===== src/rtl/uart_tx_cfg.sv =====
// uart_tx_cfg: UART transmitter with per-frame divisor, parity mode and stop-bit count.
// All frame settings are latched on accept, so input changes mid-frame have no effect.
module uart_tx_cfg #(
    parameter int DATA_W = 8,
    parameter int DIV_W  = 16
) (
    input  logic              clk,
    input  logic              rst,
    input  logic [DATA_W-1:0] tx_data,
    input  logic              tx_valid,
    output logic              tx_ready,
    input  logic [DIV_W-1:0]  baud_div,
    input  logic [1:0]        parity_mode,
    input  logic              stop2,
    output logic              TX,
    output logic              busy,
    output logic              tx_done
);
    localparam int BW = $clog2(DATA_W + 1);
    typedef enum logic [2:0] {IDLE, START, DATA, PARITY, STOP} state_t;
    state_t            state;
    logic [DATA_W-1:0] shift;
    logic [DIV_W-1:0]  div;
    logic [DIV_W-1:0]  div_cnt;
    logic [BW-1:0]     bit_cnt;
    logic              par_en;
    logic              par_bit;
    logic              two_stop;
    logic              stop_cnt;
    logic              bit_end;
    assign tx_ready = state == IDLE;
    assign bit_end  = div_cnt == div - DIV_W'(1);
    always_ff @(posedge clk or negedge rst) begin
        if (!rst) begin
            state    <= IDLE;
            shift    <= '0;
            div      <= '0;
            div_cnt  <= '0;
            bit_cnt  <= '0;
            par_en   <= 1'b0;
            par_bit  <= 1'b0;
            two_stop <= 1'b0;
            stop_cnt <= 1'b0;
            TX       <= 1'b1;
            busy     <= 1'b0;
            tx_done  <= 1'b0;
        end else begin
            tx_done <= 1'b0;
            if (state == IDLE) begin
                if (tx_valid) begin
                    state    <= START;
                    shift    <= tx_data;
                    div      <= (baud_div == '0) ? DIV_W'(1) : baud_div;
                    div_cnt  <= '0;
                    bit_cnt  <= '0;
                    par_en   <= parity_mode == 2'b01 || parity_mode == 2'b10;
                    par_bit  <= ^tx_data ^ (parity_mode == 2'b10);
                    two_stop <= stop2;
                    stop_cnt <= 1'b0;
                    TX       <= 1'b0;
                    busy     <= 1'b1;
                end
            end else if (!bit_end) begin
                div_cnt <= div_cnt + DIV_W'(1);
            end else begin
                // bit boundary: TX is loaded with the next bit so it stays registered
                div_cnt <= '0;
                case (state)
                    START: begin
                        state <= DATA;
                        TX    <= shift[0];
                    end
                    DATA: begin
                        shift <= shift >> 1;
                        if (bit_cnt == BW'(DATA_W - 1)) begin
                            bit_cnt <= '0;
                            state   <= par_en ? PARITY : STOP;
                            TX      <= par_en ? par_bit : 1'b1;
                        end else begin
                            bit_cnt <= bit_cnt + BW'(1);
                            TX      <= shift[1];
                        end
                    end
                    PARITY: begin
                        state <= STOP;
                        TX    <= 1'b1;
                    end
                    default: begin
                        if (two_stop && !stop_cnt) begin
                            stop_cnt <= 1'b1;
                        end else begin
                            state    <= IDLE;
                            stop_cnt <= 1'b0;
                            busy     <= 1'b0;
                            tx_done  <= 1'b1;
                        end
                    end
                endcase
            end
        end
    end
endmodule


===== config.mk =====
export PLATFORM = sky130hd
export DESIGN_NAME = uart_tx_cfg
export DESIGN_NICKNAME = d
export VERILOG_FILES = /design/src/rtl/uart_tx_cfg.sv
export SDC_FILE = /design/constraint.sdc
export NUM_CORES = 1
export LEC_CHECK = 0
export CORE_UTILIZATION = 30
export DETAILED_ROUTE_END_ITERATION = 7
export PLACE_DENSITY = 0.48
export SYNTH_ARGS = -nofsm -noshare
export SYNTH_HDL_FRONTEND = slang
export SYNTH_SLANG_ARGS = --single-unit

===== constraint.sdc =====
create_clock -name clk -period 3.2 [get_ports clk]
set_input_delay 0.64 -clock clk [delete_from_list [all_inputs] [get_ports clk]]
set_output_delay 0.64 -clock clk [all_outputs]
set_load 0.02 [all_outputs]

==> flow_metrics.py <==
metrics = {
    "run_status": {
        "outcome": "finished clean",
    },
    "worst_setup_path": {
        "crit_path_cell_trace": "nor3_2 > nand3_1 > or3_4 > a2111oi_4 > nand4_4 > or4_1 > nand3_1",
        "category_of_cells_accounting_for_the_largest_share_of_critical_path_delay": "simple AND/OR/NAND/NOR gates",
        "worstSetupStartpointType": "flip-flop",
        "worstPathArrival_ns": 3.11,
        "timing.critical_path.mode_cell": "nand3_1",
        "endpoint_kind": "flip-flop",
        "path_class": "flip-flop to flip-flop",
        "path_depth": 7,
        "crit_path_max_incr_delay_ns": 0.57,
        "crit_buf_inv": 0,
        "rr_worst_depth": 7,
        "crit_path_max_fanout": 14,
        "crit_path_top_delay_cell": "or4_1",
        "worst-endpoint-required_ns": 3.46,
    },
    "drt": {
        "avgRoutedWirePerCell_um": 15.65,
        "via_per_inst": 5.330,
        "drt_wirelength_um": 9250,
        "detail_route.first_pass.iterations": 4,
        "drt_iter0_drc": 199,
        "drc": 0,
        "vias": 3150,
        "ant_nets": 0,
    },
    "grt": {
        "grt_util_all_layers_pct": 15.68,
        "grt_pass1_wl_um": 15790,
        "maximum_number_of_pins_on_one_net_before_global_route_repair": 47,
        "overflow_after_grt": 0,
        "grt_pass1_vias": 3043,
        "antenna_found_initial": 0,
    },
    "clock_tree": {
        "htree_levels": 2,
        "cts_buffers": 5,
        "cts_resized": 0,
        "cts-root-to-sink-buffers": 2,
        "clk_pin_slew_worst_paths_ns": 0.08,
        "cts_hold_buf": 0,
        "tritoncts": "done",
        "postCtsSetupRepairBufs": 0,
        "root_buffer": "clkbuf_16",
        "clock_sinks": 54,
        "clock_insertion_delay_worst_skew_ns": 0.31,
    },
    "sta": {
        "final.period_utilization_pct": 89.18,
        "setup-tns-final_ns": 0,
        "finalMaxSlewViolations": 0,
        "hold_violations": 0,
        "timing.fmax_mhz": 350.4,
        "period_needed_ns": 2.854,
        "maxSlewHeadroom_pct": 22.36,
        "final-setup-viol-count": 0,
        "grt_setup_unrepaired": "false",
        "post-route-worst-setup-slack_ns": 0.3461,
        "worst_slew_pin_slew_ns": 1.160,
        "worst_clock_skew_ns": 0.01092,
    },
    "pwr": {
        "power.switching_uw": 930.8,
        "netSwitchingFraction_pct": 36.64,
        "combinationalPowerShare_pct": 31.4,
        "intPower_mw": 1.609,
        "power.density_nw_per_um2": 584.7,
        "clock_power_share_pct": 26.2,
        "seq_power_share_pct": 42.4,
        "irDropWorstVdd_mv": 0.2810,
        "cellLeakagePower_nw": 1.641,
    },
    "synthesis": {
        "post_synth.cell_area_avg_um2": 8.785,
        "dominantRegCellSynth": "dfrtp_1",
        "synth-async-reset-ratio_pct": 100.0,
        "yosys.cell_types.count": 53,
        "netlist_instances": 421,
        "ys_seq_area_share_pct": 36.57,
        "edff_count_synth": 0,
        "ys.warnings.count": 0,
        "ys_ff_latch": 54,
        "syn_area_um2": 3699,
        "syn_nets": 455,
    },
    "floorplan": {
        "die_w_um": 113.0,
        "die-area_um2": 12780,
        "floorplan.rows": 40,
        "area_of_the_core_um2": 12010,
        "die_height_um": 113.0,
        "top_level_pins": 34,
        "start_util_pct": 30.79,
    },
    "hold_path": {
        "worst_hold_path.num_cells": 2,
        "hp_class": "flip-flop to flip-flop",
    },
    "placed_design": {
        "routabilityCongestion": 0.8357,
        "detailedPlacementHpwl_um": 6821,
        "place.port_buffers": 33,
        "placement.setup.worst_slack_ns": 0.3620,
    },
    "run": {
        "timing.max_cap.violations": 0,
    },
    "layout": {
        "area.growth.synth_to_final_pct": 17.46,
        "antenna-diode-count": 0,
        "final_nets": 477,
        "drive_gt1_share_pct": 12.61,
        "nFillCells": 1254,
    },
}
==> worst min-delay path: stages, from the launching register on <==
cell     delay, ns
dfrtp_1       0.35
nand2_1       0.05
o21ai_0       0.07
==> layout make-up <==
type	instances	area (um^2)	share of cell area [%]
clock buffer	6	138.9	3.197
clock inverter	2	38.79	0.8929
inverter	20	75.07	1.728
multi-input combinational	316	2132	49.08
sequential	54	1353	31.13
tap	147	183.9	4.234
timing repair buffer	46	422.9	9.735
==> state kept, by name, indices dropped and copies added, names as in the netlist, 3 cells and up <==
| name | flops |
|---|---|
| state | 3 |
| div_cnt | 16 |
| shift | 8 |
| div | 16 |
| bit_cnt | 4 |
==> Yosys cell counts (all sizes together), types with 3 or more instances <==
| cell | number | area share [%] |
|---|---|---|
| mux2i | 8 | 2.2 |
| o21ai | 13 | 1.8 |
| xnor2 | 15 | 3.6 |
| buf | 8 | 1.4 |
| nor2b | 4 | 0.68 |
| nand4 | 20 | 3.8 |
| a21oi | 13 | 1.8 |
| nor2 | 20 | 2.0 |
| clkbuf | 23 | 2.3 |
| and3 | 4 | 0.68 |
| dfrtp | 53 | 36 |
| inv | 20 | 2.0 |
| or4 | 5 | 1.0 |
| nor3b | 9 | 1.8 |
| nand3b | 3 | 0.61 |
| nand2 | 38 | 3.9 |
| o22ai | 4 | 0.68 |
| nor3 | 14 | 2.0 |
| xor2 | 11 | 2.6 |
| ha | 4 | 1.4 |
| a31oi | 14 | 2.4 |
| mux2 | 23 | 7.0 |
| nor4 | 8 | 2.3 |
| o211ai | 7 | 1.4 |
| o31ai | 4 | 0.81 |
| nand3 | 41 | 5.5 |
| or3 | 8 | 1.5 |
==> layout by cell type, fill, tap and decap left out, types with 3 or more instances in the layout <==
cell type / netlist / routed
nand3b_1: 3 / 3
inv_1: 20 / 20
mux2i_1: 8 / 8
o21ai_0: 13 / 13
nor2b_1: 4 / 4
o31ai_1: 4 / 4
or3_1: 7 / 7
mux2_2: 23 / 23
nand3_1: 41 / 41
dfrtp_1: 53 / 53
nand4_1: 19 / 19
buf_4: 0 / 13
a21oi_1: 13 / 13
nor2_1: 20 / 20
or4_1: 5 / 5
xnor2_1: 15 / 15
clkbuf_16: 0 / 5
o22ai_1: 4 / 4
nand2_1: 38 / 38
and3_1: 4 / 4
xor2_1: 11 / 11
nor4_1: 4 / 4
ha_1: 4 / 4
nor3_1: 13 / 13
nor3b_1: 9 / 9
a31oi_1: 14 / 14
nor4_2: 3 / 3
o211ai_1: 7 / 7
clkdlybuf4s50_1: 0 / 32
==> per-layer routing <==
layer  vias to the layer above  track usage, %  wire length, um
met5                         -               0                0
met4                         0           6.579              202
li1                       1584               -                -
met3                        14           2.785              267
met2                        53           24.21             4340
met1                      1499           21.57             4440
==> power groups by stage <==
stage | clock [mW] | sequential, mW | combinational (mW)
CTS | 0.686 | 1.08 | 0.801
global placement | 0 | 1.09 | 0.797
global route | 0.715 | 1.11 | 0.891
detailed placement | 0 | 1.09 | 0.794
floorplan | 0 | 0.965 | 0.686
finish | 0.665 | 1.08 | 0.797
==> stage by stage <==
| stage | hold slack [ns] | cells | total power, mW | util, % | instance area [um^2] |
|---|---|---|---|---|---|
| 2_1_floorplan | 0.3444 | 421 | 1.651 | - | 3699 |
| 3_3_place_gp | 0.4844 | 583 | 1.882 | 34.69 | 4167 |
| 3_5_place_dp | 0.4863 | 583 | 1.886 | 34.69 | 4167 |
| 4_1_cts | 0.5035 | 591 | 2.567 | 36.17 | 4344 |
| 5_1_grt | 0.5188 | 591 | 2.714 | 36.17 | 4344 |
| 6_report | 0.4960 | 591 | 2.540 | 36.17 | 4344 |
==> final timing paths <==
kind,slack [ns],endpoint,start
worst max-delay path,0.35,TX$_DFFE_PN1P_,div[4]$_DFFE_PN0P_
worst min-delay path,0.50,par_bit$_DFFE_PN0P_,par_bit$_DFFE_PN0P_
worst max register to register,0.35,TX$_DFFE_PN1P_,div[4]$_DFFE_PN0P_
worst min register to register,0.50,par_bit$_DFFE_PN0P_,par_bit$_DFFE_PN0P_
max in group asynchronous,1.95,shift[0]$_DFFE_PN0P_,rst
min in group asynchronous,0.52,div_cnt[9]$_DFFE_PN0P_,rst
==> logic make-up after synthesis <==
family                   count (synthesis)  share of synthesized area (%)
AO/OA/AOI/OAI                           72                          13.29
XOR/XNOR                                26                          6.157
adder cells (fa/ha/maj)                  4                          1.353
buffers and inverters                   51                          5.785
flip-flops                              54                          36.57
multiplexers                            31                          9.168
AND/OR/NAND/NOR                        183                          27.67
No activity file was read; power rests on OpenSTA's default activity.
